==> src/rtl/alu_seq.sv <==
`default_nettype none
// ============================================================================
// Module      : alu_seq
// Description : Handshaked unsigned ALU. Single-cycle ops plus an iterative
//               restoring divider, with zero / carry / divide-by-zero flags.
// Revision    : 1.0 - initial release
// ============================================================================
module alu_seq #(
   parameter int WIDTH = 8
) (
   input  logic                 clk,
   input  logic                 rst,
   input  logic                 in_valid,
   output logic                 in_ready,
   input  logic [WIDTH-1:0]     a,
   input  logic [WIDTH-1:0]     b,
   input  logic [2:0]           opcode,
   output logic                 out_valid,
   input  logic                 out_ready,
   output logic [2*WIDTH-1:0]   result,
   output logic                 flag_zero,
   output logic                 flag_carry,
   output logic                 flag_dz
);

   localparam int CW = $clog2(WIDTH + 1);

   localparam logic [2:0] OP_ADD = 3'b000;
   localparam logic [2:0] OP_SUB = 3'b001;
   localparam logic [2:0] OP_MUL = 3'b010;
   localparam logic [2:0] OP_DIV = 3'b011;
   localparam logic [2:0] OP_AND = 3'b100;
   localparam logic [2:0] OP_OR  = 3'b101;
   localparam logic [2:0] OP_XOR = 3'b110;
   localparam logic [2:0] OP_NOT = 3'b111;

   typedef enum logic [1:0] {
      S_IDLE = 2'd0,
      S_DIV  = 2'd1,
      S_DONE = 2'd2
   } state_t;

   state_t              r_state;
   logic [WIDTH-1:0]    r_rem;
   logic [WIDTH-1:0]    r_quo;
   logic [WIDTH-1:0]    r_b;
   logic [CW-1:0]       r_cnt;

   logic [2*WIDTH-1:0]  w_ea;
   logic [2*WIDTH-1:0]  w_eb;
   logic [2*WIDTH-1:0]  w_res;
   logic                w_carry;
   logic [WIDTH:0]      w_shift;
   logic [WIDTH:0]      w_trial;
   logic                w_ge;
   logic [WIDTH-1:0]    w_rem_nxt;
   logic [WIDTH-1:0]    w_quo_nxt;
   logic [2*WIDTH-1:0]  w_div_res;

   // Reset overrides the state-derived handshakes immediately.
   assign in_ready  = (r_state == S_IDLE) && !rst;
   assign out_valid = (r_state == S_DONE) && !rst;

   assign w_ea = {{WIDTH{1'b0}}, a};
   assign w_eb = {{WIDTH{1'b0}}, b};

   always_comb begin
      w_res   = '0;
      w_carry = 1'b0;
      case (opcode)
         OP_ADD: begin
            w_res   = w_ea + w_eb;
            w_carry = w_res[WIDTH];
         end
         OP_SUB: begin
            w_res   = w_ea - w_eb;
            w_carry = (a < b);
         end
         OP_MUL:  w_res = w_ea * w_eb;
         OP_DIV:  w_res = '1;
         OP_AND:  w_res = w_ea & w_eb;
         OP_OR:   w_res = w_ea | w_eb;
         OP_XOR:  w_res = w_ea ^ w_eb;
         OP_NOT:  w_res = {{WIDTH{1'b0}}, ~a};
         default: w_res = '0;
      endcase
   end

   // One restoring step: shift the next dividend bit into the partial
   // remainder and keep the subtraction only if it did not go negative.
   assign w_shift   = {r_rem, r_quo[WIDTH-1]};
   assign w_trial   = w_shift - {1'b0, r_b};
   assign w_ge      = ~w_trial[WIDTH];
   assign w_rem_nxt = w_ge ? w_trial[WIDTH-1:0] : w_shift[WIDTH-1:0];
   assign w_quo_nxt = {r_quo[WIDTH-2:0], w_ge};
   assign w_div_res = {w_rem_nxt, w_quo_nxt};

   always_ff @(posedge clk) begin
      if (rst) begin
         r_state    <= S_IDLE;
         r_rem      <= '0;
         r_quo      <= '0;
         r_b        <= '0;
         r_cnt      <= '0;
         result     <= '0;
         flag_zero  <= 1'b0;
         flag_carry <= 1'b0;
         flag_dz    <= 1'b0;
      end else begin
         case (r_state)
            S_IDLE: begin
               if (in_valid) begin
                  r_quo <= a;
                  r_b   <= b;
                  r_rem <= '0;
                  r_cnt <= '0;
                  if (opcode == OP_DIV && b != '0) begin
                     r_state <= S_DIV;
                  end else begin
                     result     <= w_res;
                     flag_zero  <= (w_res == '0);
                     flag_carry <= w_carry;
                     flag_dz    <= (opcode == OP_DIV);
                     r_state    <= S_DONE;
                  end
               end
            end
            S_DIV: begin
               r_rem <= w_rem_nxt;
               r_quo <= w_quo_nxt;
               r_cnt <= r_cnt + CW'(1);
               if (r_cnt == CW'(WIDTH - 1)) begin
                  result     <= w_div_res;
                  flag_zero  <= (w_div_res == '0);
                  flag_carry <= 1'b0;
                  flag_dz    <= 1'b0;
                  r_state    <= S_DONE;
               end
            end
            S_DONE: begin
               if (out_ready) r_state <= S_IDLE;
            end
            default: r_state <= S_IDLE;
         endcase
      end
   end

endmodule
`default_nettype wire

==> config.mk <==
export PLATFORM = sky130hd
export DESIGN_NAME = alu_seq
export DESIGN_NICKNAME = d
export VERILOG_FILES = /design/src/rtl/alu_seq.sv
export SDC_FILE = /design/constraint.sdc
export NUM_CORES = 1
export LEC_CHECK = 0
export CORE_ASPECT_RATIO = 0.9
export CORE_UTILIZATION = 35
export CTS_CLUSTER_DIAMETER = 40
export DETAILED_ROUTE_END_ITERATION = 10
export DONT_BUFFER_PORTS = 1
export HOLD_SLACK_MARGIN = 0.05
export MAX_ROUTING_LAYER = met4
export PLACE_DENSITY = 0.55
export SYNTH_ARGS = -nofsm -noshare
export SYNTH_HDL_FRONTEND = slang
export SYNTH_SLANG_ARGS = --single-unit
export TNS_END_PERCENT = 50
==> constraint.sdc <==
create_clock -name clk -period 6.3 [get_ports clk]
set_input_delay 1.26 -clock clk [delete_from_list [all_inputs] [get_ports clk]]
set_output_delay 1.26 -clock clk [all_outputs]
set_load 0.01 [all_outputs]
== Yosys cells after proc, flatten, opt, wreduce, memory -nomap -nowiden ==
Cells that the tools add are included.

* Equal/unequal tests: 14
* Bitwise operators: 5
* $mul: 1
* Multiplexer cells: 29
* Order comparisons: 1
* Add/sub/neg operators: 4
* Reductions and logical operators: 14

{| class="wikitable"
|+ Operators by type and width
! operator !! number
|-
| case mux 16 bit (8 select lines) || 1
|-
| two-way mux 16 bit || 3
|-
| zero test 16 bit || 2
|-
| case mux 16 bit (2 select lines) || 1
|-
| case mux 8 bit (2 select lines) || 2
|-
| two-way mux 8 bit || 3
|-
| multiplier 8 x 8 -> 16 bit || 1
|-
| equality test 3 bit, second input constant || 4
|-
| adder 8 x 8 -> 9 bit || 1
|-
| subtractor 8 x 8 -> 9 bit || 1
|-
| subtractor 9 x 8 -> 9 bit || 1
|-
| AND 8 bit || 1
|-
| < comparator 8 bit || 1
|-
| two-way mux 1 bit || 8
|-
| two-way mux 2 bit || 4
|-
| != test 2 bit, second input constant || 4
|-
| inverter 8 bit || 1
|-
| OR 8 bit || 1
|-
| case mux 1 bit (2 select lines) || 4
|-
| case mux 4 bit (2 select lines) || 1
|-
| nonzero test 8 bit || 1
|-
| XOR 8 bit || 1
|-
| equality test 3 x 2 -> 1 bit, second input constant || 2
|-
| case mux 2 bit (3 select lines) || 1
|-
| 15 further kinds || 18
|}

* Output and inout bits: 21
* Word-level logic and storage cells: 77
* Flip-flop bits (word level): 49

== Longest topological paths before layout ==
Gate-level depths: netlist of run 1.

* Word-level depth: 6
* Depth in mapped cells: 19
* Gate-level depth less buffers: 19

== Least setup slack after synthesis of run 1 ==
Ideal clock, no wire load.

* Path type: input-to-reg
* Start: input a[4]
* End: register flag_zero
* Arrival time: 5.365 ns
* Data required time: 6.184 ns
* Path slack: 0.819 ns
* Stages: 16
* Library setup time: 0.116 ns
* Cell sequence: ha_1 > fa_1 > fa_1 > fa_1 > inv_1 > fa_1 > inv_1 > ha_1 > o211a_1 > o211a_1 > a221oi_1 > o21ai_0 > xnor2_1 > nor2_1 > nor2_1 > a31o_1

* Cells in the longest elaborated chain, start to end: 6

{| class="wikitable"
|+ RTL lines
! element !! line !! text
|-
| start, declared || 15 || <nowiki>input logic [WIDTH-1:0] a,</nowiki>
|-
| multiplier 8 x 8 -> 16 bit, or another cell as far along || 79 || <nowiki>OP_MUL: w_res = w_ea * w_eb;</nowiki>
|-
| case mux 16 bit (8 select lines) * || 70 || <nowiki>case (opcode)</nowiki>
|-
| zero test 16 bit * || 121 || <nowiki>flag_zero <= (w_res == '0);</nowiki>
|-
| two-way mux 1 bit * || 117 || <nowiki>if (opcode == OP_DIV && b != '0) begin</nowiki>
|-
| two-way mux 1 bit * || 112 || <nowiki>if (in_valid) begin</nowiki>
|-
| case mux 1 bit (2 select lines) * || 110 || <nowiki>case (r_state)</nowiki>
|-
| end signal, assigned || 121 ||
|-
| end signal, assigned || 134 || <nowiki>flag_zero <= (w_div_res == '0);</nowiki>
|-
| end, declared || 21 || <nowiki>output logic flag_zero,</nowiki>
|}

Mark *: on every way between the ends. The rest lies on a longest branch, timed or not. The select of a mux whose other input is x is not followed.
A chain may end at the register's enable or synchronous reset.

== Worst setup path after layout of run 1 ==
* Start: input a[1]
* End: register flag_zero

Same word-level chain as after synthesis.

==> results of run 1 <==
## metal layers
layer / up-vias / GRT usage / part of all wire
met4: 0 / 0.0242 / 0.0078
met1: 2467 / 0.316 / 0.51
met2: 178 / 0.291 / 0.40
met3: 11 / 0.0509 / 0.084
met5: - / - / 0
li1: 2549 / - / -
## registers in the layout (all words and copies together), names as in the netlist
| register | flops |
|---|---|
| flag_carry | 1 |
| flag_dz | 1 |
| flag_zero | 1 |
| r_b | 8 |
| r_cnt | 4 |
| r_quo | 8 |
| r_rem | 8 |
| r_state | 2 |
| result | 16 |
## cells by family (layout without fill, tap and decap cells)
| kind of cell | count (synthesis) | count (layout) |
|---|---|---|
| buffers and inverters | 126 | 102 |
| DFF | 49 | 49 |
| muxes | 14 | 14 |
| and+or+nand+nor | 263 | 263 |
| adders and majority gates | 108 | 108 |
| xor gates and xnor gates | 20 | 20 |
| AOI/OAI and AO/OA | 178 | 178 |
## cell usage after synthesis (all sizes together) (3+ instances only)
cell type / instances / share of area
o21bai: 4 / 0.0051
nand2b: 11 / 0.012
o221ai: 6 / 0.0099
xor2: 10 / 0.015
xnor2: 10 / 0.016
o211a: 3 / 0.0051
a21oi: 57 / 0.050
nor2: 113 / 0.072
ha: 69 / 0.15
or2: 3 / 0.0032
o211ai: 8 / 0.011
a311oi: 7 / 0.010
a31oi: 13 / 0.014
clkbuf: 15 / 0.0095
a211oi: 5 / 0.0064
a221oi: 10 / 0.015
a22oi: 4 / 0.0051
o22ai: 3 / 0.0032
nor3: 14 / 0.014
nand3: 11 / 0.0093
nand3b: 3 / 0.0038
nor2b: 10 / 0.011
nor3b: 3 / 0.0047
a21o: 5 / 0.0064
buf: 20 / 0.020
o21ai: 33 / 0.028
nand2: 69 / 0.044
nor4: 6 / 0.0095
a221o: 3 / 0.0051
inv: 89 / 0.057
and2: 5 / 0.0053
dfxtp: 49 / 0.17
mux2i: 12 / 0.020
fa: 39 / 0.13
or3: 6 / 0.0064
## report_power, final
group | leakage [nW] | total, mW | internal [mW] | switching (mW)
Sequential | 0.400 | 0.355 | 0.331 | 0.0239
Clock | 0.0702 | 0.272 | 0.148 | 0.124
Combinational | 2.23 | 0.773 | 0.302 | 0.471
## path summary, 6_finish.rpt
path,cells after the start,to,slack (ps),from
worst max-delay path,17,flag_zero$_SDFFE_PP0P_,740,a[1]
worst min-delay path,2,r_b[2]$_SDFFE_PP0P_,480,r_b[2]$_SDFFE_PP0P_
worst max register to register,9,flag_zero$_SDFFE_PP0P_,3140,r_state[0]$_SDFFE_PP0P_
worst min register to register,2,r_b[2]$_SDFFE_PP0P_,480,r_b[2]$_SDFFE_PP0P_
## cell type report
class	count	area share
inverters	91	0.0554
repair buffers	3	0.00365
well taps	207	0.0420
multi-input cells	583	0.716
flip-flops and latches	49	0.159
clock buffers	5	0.0203
clock inverters	3	0.00345
## metrics by stage
step	power [mW]	hold WS (ps)	utilization	setup WS, ps	std cells
after floorplan	0.953	454	-	819	758
after global placement	1.14	458	0.369	456	933
after detailed placement	1.14	466	0.369	390	933
after CTS	1.41	479	0.378	662	941
after global routing	1.53	501	0.378	325	941
final	1.40	483	0.378	735	941
## critical path, stage by stage
cell	delay (ps)
inv_1	180
nor2_1	100
fa_1	510
fa_1	550
fa_1	560
inv_1	60
fa_1	530
inv_1	40
ha_1	330
o211a_1	270
o211a_1	210
a221oi_1	410
o21ai_0	190
xnor2_1	160
nor2_1	140
nor2_1	60
a31o_1	190
==> impl_metrics.toml, run 1 <==
[detailed_routing]
postRouteAntennaNets = 0
vias = 5205
drt_iter0_drc = 459
drc = 0
wl_mm = 17.2
via_per_inst = 5.53
avgRoutedWirePerCell_um = 18.3
dr.pass1.iters = 7

[pwr]
peakVddDrop_mv = 0.124
p_leak_nw = 2.70
power.density_mw_per_mm2 = 227

[global_routing]
grt_max_degree = 53
grt_pass1_wl_mm = 28.2
antenna_found_initial = 0
grt_overflow = 0
grt_usage = 0.212
grt_pass1_vias = 4985

[placement]
gpl.final_weighted_congestion = 0.889
dpl-instance-area_sq_mm = 0.00602
hpwl_mm = 13.8
io_buffers = 0

[run]
maxCapViolCount = 0

[sta]
drv_slew = 0
fmax_ghz = 0.180
hold_violations = 0
tightest_slew_ps = 1160
skew_ps = 6.64
finalSetupTns_ps = 0
fin_crit_ps = 5560
rsz0062_at_grt = "false"
post-route-period-util = 0.883
max_slew_margin = 0.223
setup_viol = 0

[clocking]
cts_sinks = 49
cts_root_buf = "clkbuf_16"
path_clk_slew_ps = 70
ctsHoldBuffers = 0
cts_resized = 0
cts_buffers = 5
post-cts-setup-buffer-count = 0
cts_tree = "yes"
cts.path.max_buffers = 2
insertion_delay_ps = 290
htree_num_levels = 2

[floorplan]
die_width_um = 139
core-area_sq_mm = 0.0163
io_pins = 44
start_util = 0.363
chipHeight_um = 125
die_area_sq_mm = 0.0174
rows = 44

[hold_path]
hp-class = "reg -> reg"

[layout]
num-fill-cells = 1726
most-common-layout-cells = "113 x nor2_1, 88 x inv_1, 69 x nand2_1, 69 x ha_1, 55 x a21oi_1"
multiInputGateArea_sq_mm = 0.00442
diodes = 0
area_delta_synth_final_pct = 4.34
regArea_sq_um = 981
nNetsFinal = 864
layout_commonest_cell = "nor2_1"
drive_gt1_frac = 0.0422
postLayoutCellArea_sq_mm = 0.00617

[logic_synthesis]
yosysSeqAreaShare = 0.166
synth_top_family_by_area = "adder cells"
synth_ff_type = "dfxtp_1"
avgSynthCellArea_sq_um = 7.80
synthAdderAreaFrac = 0.278
synth_edf_count = 0
synth_simple_gate_area_frac = 0.206
synth_xor_area_frac = 0.0309
async_reset_ff_frac = 0
synth_area_sq_mm = 0.00591
syn-num-nets = 889
synthCells = 758
ys_warn_count = 0
synth_compound_gate_area_share = 0.206
ys_ff_latch = 49
synth.area.mux_share = 0.0260
netlist-cell-type-count = 72

[critical_path]
required_ps = 6490
crit_fanout = 8
cp_data_arrival_time_ps = 5760
worstSetupEndpointType = "register"
setup.worst_path.start_class = "input pin"
critical_path_class = "in -> reg"

[status]
status = "finished, final reports clean"
(Power assumes the default switching activity.)
==> run 2: changes to the inputs <==
--- a/config.mk
+++ b/config.mk
@@ -5,14 +5,15 @@
 export SDC_FILE = /design/constraint.sdc
 export NUM_CORES = 1
 export LEC_CHECK = 0
+export ABC_AREA = 1
 export CORE_ASPECT_RATIO = 0.9
-export CORE_UTILIZATION = 35
+export CORE_UTILIZATION = 36
 export CTS_CLUSTER_DIAMETER = 40
 export DETAILED_ROUTE_END_ITERATION = 10
 export DONT_BUFFER_PORTS = 1
 export HOLD_SLACK_MARGIN = 0.05
 export MAX_ROUTING_LAYER = met4
-export PLACE_DENSITY = 0.55
+export PLACE_DENSITY = 0.56
 export SYNTH_ARGS = -nofsm -noshare
 export SYNTH_HDL_FRONTEND = slang
 export SYNTH_SLANG_ARGS = --single-unit
==> constraint.sdc (replaced) <==
create_clock -name clk -period 6.3 [get_ports clk]
set_input_delay 1.26 -clock clk [delete_from_list [all_inputs] [get_ports clk]]
set_output_delay 1.26 -clock clk [all_outputs]
set_load 0.005 [all_outputs]
==> impl_metrics.toml, run 2 <==
[detailed_routing]
postRouteAntennaNets = 0
dr.pass1.iters = 4
via_per_inst = 4.84
drc = 0
wl_mm = 18.6
drt_iter0_drc = 494
avgRoutedWirePerCell_um = 15.2
vias = 5936

[logic_synthesis]
synth_top_area_share = 0.162
netlist-cell-type-count = 35
synth_edf_count = 0
async_reset_ff_frac = 0
synth_most_common_cell = "nand2_1"
synthCells = 1020
synth_area_sq_mm = 0.00640
synthTopCellsByCount = "276 x nand2_1, 225 x inv_1, 78 x nand3_1"
synth.area.top_cells = "nand2_1 16%, dfxtp_1 15%, ha_1 13%"
yosysSeqAreaShare = 0.153
ys_warn_count = 0
syn-num-nets = 1151
avgSynthCellArea_sq_um = 6.27
synth_top_cell_by_area = "nand2_1"
ys_ff_latch = 49
synth_ff_type = "dfxtp_1"

[global_routing]
grt_overflow = 0
grt_pass1_wl_mm = 30.4
grt_pass1_vias = 5614
grt_max_degree = 30
antenna_found_initial = 0
grt_usage = 0.221

[run]
maxCapViolCount = 0

[clocking]
post-cts-setup-buffer-count = 0
htree_num_levels = 2
insertion_delay_ps = 300
cts_sinks = 49
cts_tree = "yes"
cts_root_buf = "clkbuf_16"
path_clk_slew_ps = 70
cts.path.max_buffers = 2
cts_resized = 0
ctsHoldBuffers = 0
cts_buffers = 5

[critical_path]
required_ps = 6550
crit_path_cell_trace = "ha_1 -> fa_1 -> fa_1 -> fa_1 -> inv_1 -> fa_1 -> inv_1 -> ha_1 -> nand2_1 -> nor2_1 -> nand2_1 -> nand2_1 -> nand2_1 -> nand3_1 -> nand3_1 -> nor2_1 -> nand2_1 -> nor2_1 -> nand3_1 -> nand3_1 -> nand2_1 -> inv_1"
cpMostUsedCell = "nand2_1"
worstSetupEndpointType = "register"
crit_fanout = 11
cp_data_arrival_time_ps = 5380
cpMaxStageDelayCell = "fa_1"
setup.worst_path.start_class = "input pin"
crit_path_max_incr_delay_ps = 580
critical_path_class = "in -> reg"

[layout]
final_util = 0.389
nNetsFinal = 1121
diodes = 0
area_delta_synth_final_pct = 4.03
postLayoutCellArea_sq_mm = 0.00666
layout_commonest_cell = "nand2_1"
drive_gt1_frac = 0.0242
most-common-layout-cells = "276 x nand2_1, 225 x inv_1, 78 x nand3_1, 69 x ha_1, 67 x nor2_1"
max_flop_register = "result"
largest_reg_flops = 16

[sta]
fin_crit_ps = 5130
post-route-period-util = 0.814
fin_hold_ws_ps = 489
hold_violations = 0
fmax_ghz = 0.195
max_slew_margin = 0.498
rsz0062_at_grt = "false"
setup_viol = 0
finalSetupTns_ps = 0
skew_ps = 6.07
tightest_slew_ps = 750
drv_slew = 0

[placement]
gpl.final_weighted_congestion = 0.925
hpwl_mm = 14.8
io_buffers = 0
dpl-instance-area_sq_mm = 0.00652

[floorplan]
io_pins = 44
rows = 45
chipHeight_um = 128
die_area_sq_mm = 0.0183
start_util = 0.374
die_width_um = 143
core-area_sq_mm = 0.0171

[pwr]
peakVddDrop_mv = 0.113
power.density_mw_per_mm2 = 222
p_leak_nw = 3.77

[hold_path]
hp-class = "reg -> reg"

[status]
status = "finished, final reports clean"
==> run 2: cell count changes after synthesis, moves of 11 or more <==
cell / before / now
clkbuf_1: 15 / 26
inv_1: 88 / 225
mux2i_1: 12 / 0
nand2_1: 69 / 276
nand2b_1: 11 / 0
nand3_1: 11 / 78
nand4_1: 2 / 14
nor2_1: 113 / 67
==> run 2: worst paths after layout <==
check                            to  cells after the start                    start  slack [ps]
max          flag_zero$_SDFFE_PP0P_                     22                     a[4]        1170
min           r_quo[1]$_SDFFE_PP0P_                      2    r_quo[1]$_SDFFE_PP0P_         490
max reg2reg  result[1]$_SDFFE_PP0P_                     12  r_state[0]$_SDFFE_PP0P_        3490
min reg2reg   r_quo[1]$_SDFFE_PP0P_                      2    r_quo[1]$_SDFFE_PP0P_         490
==> run 2: cell type report <==
cell class              count  area [sq um]
clock buffers               6           129
inverters                 231           867
flip-flops and latches     49           981
clock inverters             2          13.8
fillers                  1903         10500
multi-input cells         702          4370
well taps                 235           294
repair buffers              1          7.51
==> run 2: power breakdown <==
| group | total, mW | switching, mW | internal [mW] |
|---|---|---|---|
| clock network | 0.274 | 0.125 | 0.148 |
| logic | 0.849 | 0.549 | 0.301 |
| registers | 0.353 | 0.0175 | 0.335 |
| total | 1.48 | 0.691 | 0.784 |
==> run 2: cells by family (layout without fill, tap and decap cells) <==
family                   count (synthesis)  after routing  synth area share
XOR/XNOR                                 6              6           0.00821
flip-flops                              49             49             0.153
buffers and inverters                  269            240             0.165
AND/OR/NAND/NOR                        460            460             0.303
adder cells (fa/ha/maj)                108            108             0.257
AO/OA/AOI/OAI                          128            128             0.114
==> run 2: metal layers <==
layer	share of wire	track usage	up-vias
li1	-	-	3095
met1	0.52	0.316	2680
met2	0.41	0.323	146
met3	0.058	0.0421	15
met4	0.011	0.0386	0
met5	0	-	-
==> run 2: worst max-delay path, delay by kind of cell <==
kind / cells / cell delay (ps)
adders and majority gates: 6 / 2690
buffers and inverters: 3 / 140
and+or+nand+nor: 13 / 1280
==> run 2: through the flow <==
stage	worst slack, ps	cells	total power, mW
floorplan	1160	1020	1.04
global placement	911	1218	1.20
detailed placement	868	1218	1.20
CTS	1180	1226	1.48
global route	835	1226	1.64
finish	1170	1226	1.48
==> run 3: changes to the inputs <==
==> constraint.sdc (replaced) <==
create_clock -name clk -period 5.3 [get_ports clk]
set_input_delay 1.06 -clock clk [delete_from_list [all_inputs] [get_ports clk]]
set_output_delay 1.06 -clock clk [all_outputs]
set_load 0.005 [all_outputs]
==> impl_metrics.toml, run 3 (synthesis results as in run 2) <==
[sta]
rsz0062_at_grt = "false"
max_slew_margin = 0.519
setup_viol = 0
finalSetupTns_ps = 0
fin_hold_ws_ps = 483
hold_violations = 0
tightest_slew_ps = 718
skew_ps = 12.1
post-route-period-util = 0.910
fmax_ghz = 0.207
fin_ws_ps = 477
drv_slew = 0
fin_crit_ps = 4820

[global_routing]
grt_pass1_vias = 5823
grt_pass1_wl_mm = 31.0
antenna_found_initial = 0
grt_usage = 0.223
grt_overflow = 0
grt_max_degree = 30

[pwr]
p_leak_nw = 3.79
power.density_mw_per_mm2 = 266
peakVddDrop_mv = 0.128

[floorplan]
core-area_sq_mm = 0.0171
io_pins = 44
die_width_um = 143
rows = 45
die_area_sq_mm = 0.0183
start_util = 0.374
chipHeight_um = 128

[placement]
dpl_worst_slack_ps = 164
hpwl_mm = 14.8
io_buffers = 0
gpl.final_weighted_congestion = 0.927

[detailed_routing]
postRouteAntennaNets = 0
drt_iter0_drc = 448
dr.pass1.iters = 6
avgRoutedWirePerCell_um = 15.3
via_per_inst = 4.89
vias = 6002
drc = 0
wl_mm = 18.7

[clocking]
ctsHoldBuffers = 0
cts_tree = "yes"
cts_root_buf = "clkbuf_16"
cts_sinks = 49
htree_num_levels = 2
post-cts-setup-buffer-count = 0
cts_buffers = 5
cts_resized = 0
insertion_delay_ps = 300
cts.path.max_buffers = 2
path_clk_slew_ps = 70

[critical_path]
setup.worst_path.start = "a[4]"
crit_path_max_incr_delay_ps = 570
worstSetupEndpointType = "register"
setup.worst_path.start_class = "input pin"
rr_startpoint = "r_state[0]$_SDFFE_PP0P_"
critical_path_class = "in -> reg"
cp_data_arrival_time_ps = 5070
required_ps = 5540
crit_path_cell_trace = "ha_1 -> fa_1 -> fa_1 -> fa_1 -> inv_1 -> fa_1 -> inv_1 -> ha_1 -> nand2_1 -> nor2_1 -> nand3_1 -> nand3_1 -> nand2_1 -> nand3_1 -> nand2_1 -> nor2_1 -> nand2_1 -> nor2_1 -> nand3_1 -> nand3_1 -> nand2_1 -> inv_1"
crit_fanout = 11
reg2reg_slack_ps = 2440
cpMaxStageDelayCell = "fa_1"

[layout]
most-common-layout-cells = "276 x nand2_1, 225 x inv_1, 78 x nand3_1, 69 x ha_1, 67 x nor2_1"
largest_reg_flops = 16
area_delta_synth_final_pct = 4.42
max_flop_register = "result"
num-fill-cells = 1878
final_util = 0.390
diodes = 0
layout_commonest_cell = "nand2_1"
nNetsFinal = 1123
drive_gt1_frac = 0.0272

[run]
maxCapViolCount = 0

[status]
status = "finished, final reports clean"

[hold_path]
hp-class = "reg -> reg"
hp-start = "r_cnt[0]$_SDFFE_PP0P_"
==> run 3: cell types whose count changed in the layout (fill, tap and decap cells not counted) <==
cell / before / now
clkbuf_1: 1 / 0
clkinv_4: 0 / 1
clkbuf_8: 0 / 1
buf_4: 1 / 3
inv_6: 1 / 0
==> run 3: metrics by stage <==
step / power (mW) / instances / area (sq um)
final: 1.78 / 1228 / 6680
after global routing: 1.97 / 1228 / 6680
after CTS: 1.78 / 1228 / 6680
after detailed placement: 1.44 / 1220 / 6530
after global placement: 1.44 / 1220 / 6530
after floorplan: 1.23 / 1020 / 6400
==> run 3: power breakdown <==
group | switching (mW) | internal, mW
registers | 0.0212 | 0.399
clock network | 0.150 | 0.188
logic | 0.658 | 0.362
==> run 3: layout make-up <==
class                   count  area, sq um  share of cell area
well taps                 235          294              0.0440
clock inverters             2         13.8             0.00206
inverters                 231          867               0.130
clock buffers               6          139              0.0208
repair buffers              3         22.5             0.00337
multi-input cells         702         4370               0.653
flip-flops and latches     49          981               0.147
==> run 3: routing by layer <==
metal,GRT usage,routed length (um),vias up
met4,0.0259,173,0
met5,-,0,-
met2,0.333,7780,143
met3,0.0279,917,15
met1,0.327,9870,2739
li1,-,-,3105
==> run 3: critical path, delay by kind of cell <==
family	cells	cell delay, ps
adder cells (fa/ha/maj)	6	2670
buffers and inverters	3	140
AND/OR/NAND/NOR	13	1210
==> run 3: worst paths after layout <==
path                       endpoint  depth (start not counted)
max          flag_zero$_SDFFE_PP0P_                         22
min           r_cnt[0]$_SDFFE_PP0P_                          2
max reg2reg  result[0]$_SDFFE_PP0P_                         12
min reg2reg   r_cnt[0]$_SDFFE_PP0P_                          2
